<file path="src/rtl/prefetch_pkg.sv">
// prefetch_pkg: shared defaults and pop-length encoding for the instruction prefetch queue.
// Latency: n/a (types and constants only).
// Backpressure: n/a.
package prefetch_pkg;

  // Default geometry of the prefetch queue
  localparam int DEF_DATA_W = 8;
  localparam int DEF_DEPTH  = 16;
  localparam int DEF_PEEK   = 3;

  // Pop-length encoding, shared with the decoder's instruction-length field
  localparam logic [1:0] POP_NONE = 2'd0;
  localparam logic [1:0] POP_1    = 2'd1;
  localparam logic [1:0] POP_2    = 2'd2;
  localparam logic [1:0] POP_3    = 2'd3;

endpackage

</file>
<file path="src/rtl/queue_peek_mux.sv">
// queue_peek_mux: selects the PEEK oldest queue entries and zeroes lanes beyond the occupancy.
// Latency: purely combinational.
// Backpressure: none; the output simply follows rd_ptr and count.
module queue_peek_mux #(
  parameter int DATA_W = 8,
  parameter int DEPTH  = 16,
  parameter int PEEK   = 3,
  parameter int PTR_W  = $clog2(DEPTH)
) (
  input  logic [DATA_W-1:0]      i_mem [DEPTH],
  input  logic [PTR_W-1:0]       i_rd_ptr,
  input  logic [PTR_W:0]         i_count,
  output logic [PEEK*DATA_W-1:0] o_lanes
);

  for (genvar g = 0; g < PEEK; g++) begin : g_lane
    logic [PTR_W-1:0] w_idx;
    // lane g reads the entry g places after the oldest one, wrapping around the array
    assign w_idx = i_rd_ptr + PTR_W'(g);
    // lanes past the occupancy read as zero rather than stale storage
    assign o_lanes[g*DATA_W +: DATA_W] = (i_count > (PTR_W+1)'(g)) ? i_mem[w_idx] : '0;
  end

endmodule

</file>
<file path="src/rtl/prefetch_queue.sv">
// prefetch_queue: byte-wide instruction prefetch FIFO; one push per cycle, peek/retire up to PEEK bytes.
// Latency: pushed byte visible on the peek window the cycle after its push (same cycle with QUEUE_BYPASS_EN on an empty queue).
// Backpressure: push is dropped when full (pre-edge count); over-long pops are rejected whole and flagged on queue_pop_err.
// Optional feature macro: QUEUE_BYPASS_EN (empty-queue forwarding of queue_in onto lane 0).
module prefetch_queue
  import prefetch_pkg::*;
#(
  parameter int DATA_W = DEF_DATA_W,
  parameter int DEPTH  = DEF_DEPTH,
  parameter int PEEK   = DEF_PEEK,
  localparam int PTR_W = $clog2(DEPTH),
  localparam int POP_W = $clog2(PEEK + 1)
) (
  input  logic                   clk,
  input  logic                   queue_reset,
  input  logic                   queue_flush,
  input  logic [DATA_W-1:0]      queue_in,
  input  logic                   queue_push,
  input  logic [POP_W-1:0]       queue_pop_len,
  output logic [PEEK*DATA_W-1:0] queue_out,
  output logic [POP_W-1:0]       queue_avail,
  output logic [PTR_W:0]         queue_count,
  output logic                   queue_full,
  output logic                   queue_empty,
  output logic                   queue_pop_err
);

  localparam logic [PTR_W:0]   DEPTH_CNT = (PTR_W+1)'(DEPTH);
  localparam logic [PTR_W:0]   PEEK_CNT  = (PTR_W+1)'(PEEK);
  localparam logic [POP_W-1:0] PEEK_POP  = POP_W'(PEEK);

  logic [DATA_W-1:0]      r_mem [DEPTH];
  logic [PTR_W-1:0]       r_rd_ptr;
  logic [PTR_W-1:0]       r_wr_ptr;
  logic [PTR_W:0]         r_count;
  logic                   r_pop_err;

  logic                   w_fwd;
  logic                   w_fwd_take;
  logic                   w_push_ok;
  logic                   w_pop_ok;
  logic [POP_W-1:0]       w_avail;
  logic [PTR_W:0]         w_pop_amt;
  logic [PTR_W:0]         w_push_amt;
  logic [PEEK*DATA_W-1:0] w_lanes;

  // Forwarding is only possible into an empty queue, and a flush kills it
`ifdef QUEUE_BYPASS_EN
  assign w_fwd = (r_count == '0) && queue_push && !queue_flush;
`else
  assign w_fwd = 1'b0;
`endif

  // A forwarded byte retired in the same cycle never touches storage
  assign w_fwd_take = w_fwd && (queue_pop_len == POP_W'(POP_1));

  assign w_avail    = w_fwd ? POP_W'(1) :
                      (r_count >= PEEK_CNT) ? PEEK_POP : r_count[POP_W-1:0];
  assign w_pop_ok   = (queue_pop_len <= w_avail);
  assign w_push_ok  = queue_push && (r_count != DEPTH_CNT) && !w_fwd_take;
  assign w_push_amt = {{PTR_W{1'b0}}, w_push_ok};

  // Retire amount: all or nothing, and nothing when the forwarded byte is consumed
  always_comb begin
    w_pop_amt = '0;
    if (w_pop_ok && !w_fwd_take) w_pop_amt[POP_W-1:0] = queue_pop_len;
  end

  queue_peek_mux #(
    .DATA_W (DATA_W),
    .DEPTH  (DEPTH),
    .PEEK   (PEEK),
    .PTR_W  (PTR_W)
  ) u_peek (
    .i_mem    (r_mem),
    .i_rd_ptr (r_rd_ptr),
    .i_count  (r_count),
    .o_lanes  (w_lanes)
  );

  // Peek window, with lane 0 overridden by the forwarded byte when bypassing
  always_comb begin
    queue_out = w_lanes;
    if (w_fwd) queue_out[DATA_W-1:0] = queue_in;
  end

  // Storage is not reset; writes are suppressed by reset and flush
  always_ff @(posedge clk) begin
    if (!queue_reset && !queue_flush && w_push_ok) r_mem[r_wr_ptr] <= queue_in;
  end

  // Pointer, occupancy and error-flag update; reset beats flush beats push/pop
  always_ff @(posedge clk) begin
    if (queue_reset || queue_flush) begin
      r_rd_ptr  <= '0;
      r_wr_ptr  <= '0;
      r_count   <= '0;
      r_pop_err <= 1'b0;
    end else begin
      if (w_push_ok) r_wr_ptr <= r_wr_ptr + PTR_W'(1);
      r_rd_ptr  <= r_rd_ptr + w_pop_amt[PTR_W-1:0];
      r_count   <= r_count + w_push_amt - w_pop_amt;
      r_pop_err <= !w_pop_ok;
    end
  end

  assign queue_avail   = w_avail;
  assign queue_count   = r_count;
  assign queue_full    = (r_count == DEPTH_CNT);
  assign queue_empty   = (r_count == '0);
  assign queue_pop_err = r_pop_err;

endmodule

</file>
<file path="config.mk">
export PLATFORM = sky130hd
export DESIGN_NAME = prefetch_queue
export DESIGN_NICKNAME = d
export VERILOG_FILES = /design/src/rtl/prefetch_pkg.sv /design/src/rtl/queue_peek_mux.sv /design/src/rtl/prefetch_queue.sv
export SDC_FILE = /design/constraint.sdc
export NUM_CORES = 1
export LEC_CHECK = 0
export CORE_UTILIZATION = 38
export DETAILED_ROUTE_END_ITERATION = 6
export GPL_ROUTABILITY_DRIVEN = 0
export PLACE_DENSITY = 0.51
export SLEW_MARGIN = 0
export SYNTH_ARGS = -nofsm -noshare
export SYNTH_HDL_FRONTEND = slang
export SYNTH_SLANG_ARGS = --single-unit
export TNS_END_PERCENT = 1
</file>
<file path="constraint.sdc">
create_clock -name clk -period 4.3 [get_ports clk]
set_input_delay 0.43 -clock clk [delete_from_list [all_inputs] [get_ports clk]]
set_output_delay 0.43 -clock clk [all_outputs]
set_load 0.02 [all_outputs]
</file>
==> flow_metrics.py <==
metrics = {
    "outcome": {
        "status": "completed",
    },
    "sta": {
        "finalCritPeriodShare_pct": 85.8,
        "setup-tns-final_ps": 0,
        "rsz0062_at_grt": "no",
        "fin_ws_ps": 609,
        "worst_pin_slew_ps": 841,
        "slew_viol_final": 0,
        "hold_viol": 0,
        "setup_viol": 0,
        "fmax_mhz": 271,
        "finClkSkew_ps": 22.2,
        "period_needed_ps": 3690,
        "worst_slew_margin_rel_pct": 44.0,
    },
    "floorplan": {
        "start_util_pct": 39.1,
        "row_count": 52,
        "core_um2": 20400,
        "die_height_um": 147,
        "dieWidth_um": 147,
        "io_pins": 48,
        "die-area_um2": 21500,
    },
    "critical_path": {
        "startpoint": "queue_count[2]",
        "required_ps": 3870,
        "slowest_delay_ps": 700,
        "crit_slowest_cell": "clkdlybuf4s50_1",
        "reg2reg_from": "queue_count[3]",
        "endpoint_kind": "output port",
        "worstPathCellList": "inv_1, ha_1, nor3b_1, a21oi_1, nand2_1, o22ai_1, clkdlybuf4s50_1",
        "cp.arrival_ps": 3260,
        "cp-start-kind": "flop",
        "crit_fanout": 8,
        "path_class": "flop to output port",
    },
    "grt": {
        "grt_pass1_wl_mm": 31.8,
        "grt.total_usage_pct": 21.1,
        "grt_pass1_vias": 4970,
        "grt_max_degree": 98,
        "antenna_found_initial": 0,
        "overflow": 0,
    },
    "final_layout": {
        "syn2layout_area_growth_pct": 18.4,
        "layout-drive-gt1-share_pct": 30.5,
        "final.fill_count": 1759,
        "regArea_um2": 4130,
        "insertedDiodeCount": 0,
        "multi_input_area_um2": 3540,
        "final_util_pct": 46.3,
        "nets": 556,
        "postLayoutCellArea_um2": 9420,
    },
    "synth": {
        "yosysWarningCount": 0,
        "synth.avg_cell_area_um2": 17.1,
        "syn_inst": 465,
        "synth.distinct_cells": 35,
        "ys_ff_latch": 142,
        "yosys.area.top_type": "edfxtp_1",
        "synth_top_cells_by_area": "edfxtp_1 48%, mux4_2 27%, mux2i_1 6.0%",
        "synth_nets": 499,
        "yosysTopAreaCellShare_pct": 48.3,
        "synth_seq_area_share_pct": 51.8,
        "syn_area_um2": 7960,
    },
    "job": {
        "drv_cap": 0,
    },
    "route": {
        "drc": 0,
        "wirelength_mm": 21.5,
        "wl_per_cell_um": 26.7,
        "routed_via_density": 5.92,
        "vias": 4769,
        "ant_nets": 0,
        "drtIter0Drc": 378,
        "firstDrtPassIters": 4,
    },
    "pwr": {
        "peakVddDrop_mv": 0.573,
        "p_leak_nw": 3.04,
        "p_per_area_nw_per_um2": 643,
        "fin_total_pwr_w": 0.00606,
    },
    "clock_network": {
        "cts_resized": 0,
        "cts_root_buf": "clkbuf_16",
        "cts_tree": "yes",
        "cts-buffers-inserted": 17,
        "insertion_delay_ps": 430,
        "clk_pin_slew_ps": 60,
        "clock_path_buffers": 2,
        "htree_levels": 4,
        "cts_setup_buffers": 0,
        "cts_hold_repair.buffers": 0,
        "clock_sinks": 142,
    },
    "placed_design": {
        "portBuffers": 47,
        "place_ws_ps": 909,
        "placedInstanceArea_um2": 8760,
        "dpl.hpwl_mm": 14.7,
    },
    "min_path": {
        "hold_class": "flop to flop",
        "hp-start": "r_wr_ptr[1]",
    },
}
[final cells by class]
cell class	instances	share of cell area (%)
Sequential cell	142	43.8
Multi-Input combinational cell	272	37.6
Timing Repair Buffer	73	7.33
Clock buffer	22	5.03
Tap cell	270	3.58
Clock inverter	10	1.98
Inverter	16	0.637
[where the power goes]
part	switching, W	internal (W)	total, W
registers	0.0000453	0.00154	0.00159
logic	0.00153	0.00130	0.00284
clock network	0.000561	0.00108	0.00164
[layer usage]
metal / global-route usage, % / share of wire [%]
met4: 8.18 / 1.6
met3: 5.19 / 8.2
met5: 0 / 0
met1: 28.0 / 40
met2: 33.5 / 50
[synth_stat cells (all sizes together)]
cell type,n
nor3b,2
nor2,21
xor2,4
dfxtp,14
mux2i,48
or2,3
fa,2
nor3,6
nand3,3
or3b,1
o22ai,24
ha,18
o21ai,3
and2,4
nand3b,1
inv,16
xnor2,5
nand2,12
or2b,1
nand2b,5
edfxtp,128
nand4bb,1
or3,1
clkbuf,4
a21oi,8
buf,31
nor2b,3
mux4,96
[worst paths after layout]
kind / endpoint / slack, ps / depth (start not counted)
worst max register to register: queue_count[4] / 910 / 16
worst max-delay path: queue_out[23] / 610 / 7
worst min-delay path: r_wr_ptr[1] / 520 / 2
worst min register to register: r_wr_ptr[1] / 520 / 2
[through the flow]
step | hold slack, ps | std cells
final | 524 | 805
after global placement | 505 | 773
after global routing | 543 | 805
after detailed placement | 513 | 773
after floorplan | 482 | 465
after CTS | 522 | 805
[placed cells by master, fill, tap and decap left out, drive strengths merged, types with 5 or more instances in the layout]
| master | n |
|---|---|
| edfxtp | 128 |
| nand2b | 5 |
| ha | 18 |
| bufinv | 5 |
| mux2i | 48 |
| o22ai | 24 |
| nand2 | 12 |
| clkbuf | 22 |
| mux4 | 96 |
| buf | 26 |
| dfxtp | 14 |
| nor3 | 6 |
| a21oi | 8 |
| nor2 | 21 |
| inv | 16 |
| xnor2 | 5 |
| clkdlybuf4s50 | 47 |
[critical path: cells and delay by family, from the launching register on]
family	cells	cell delay [ps]
AO/OA/AOI/OAI	2	760
adder cells (fa/ha/maj)	1	230
buffers and inverters	2	790
flip-flops	1	410
AND/OR/NAND/NOR	2	630
[sequential cells by signal, indices dropped and copies added, names as in the netlist]
signal,count
r_mem,128
r_rd_ptr,4
r_wr_ptr,4
queue_count,5
queue_pop_err,1
[logic make-up (layout without fill, tap and decap cells)]
kind of cell | count (synthesis) | after routing | synth area share [%]
DFF | 142 | 142 | 51.8
AOI/OAI and AO/OA | 35 | 35 | 2.74
xor gates and xnor gates | 9 | 9 | 1.23
muxes | 144 | 144 | 33.2
adders and majority gates | 20 | 20 | 3.33
and+or+nand+nor | 64 | 64 | 4.01
buffers and inverters | 51 | 121 | 3.66
Power figures use the tool's default switching activity.
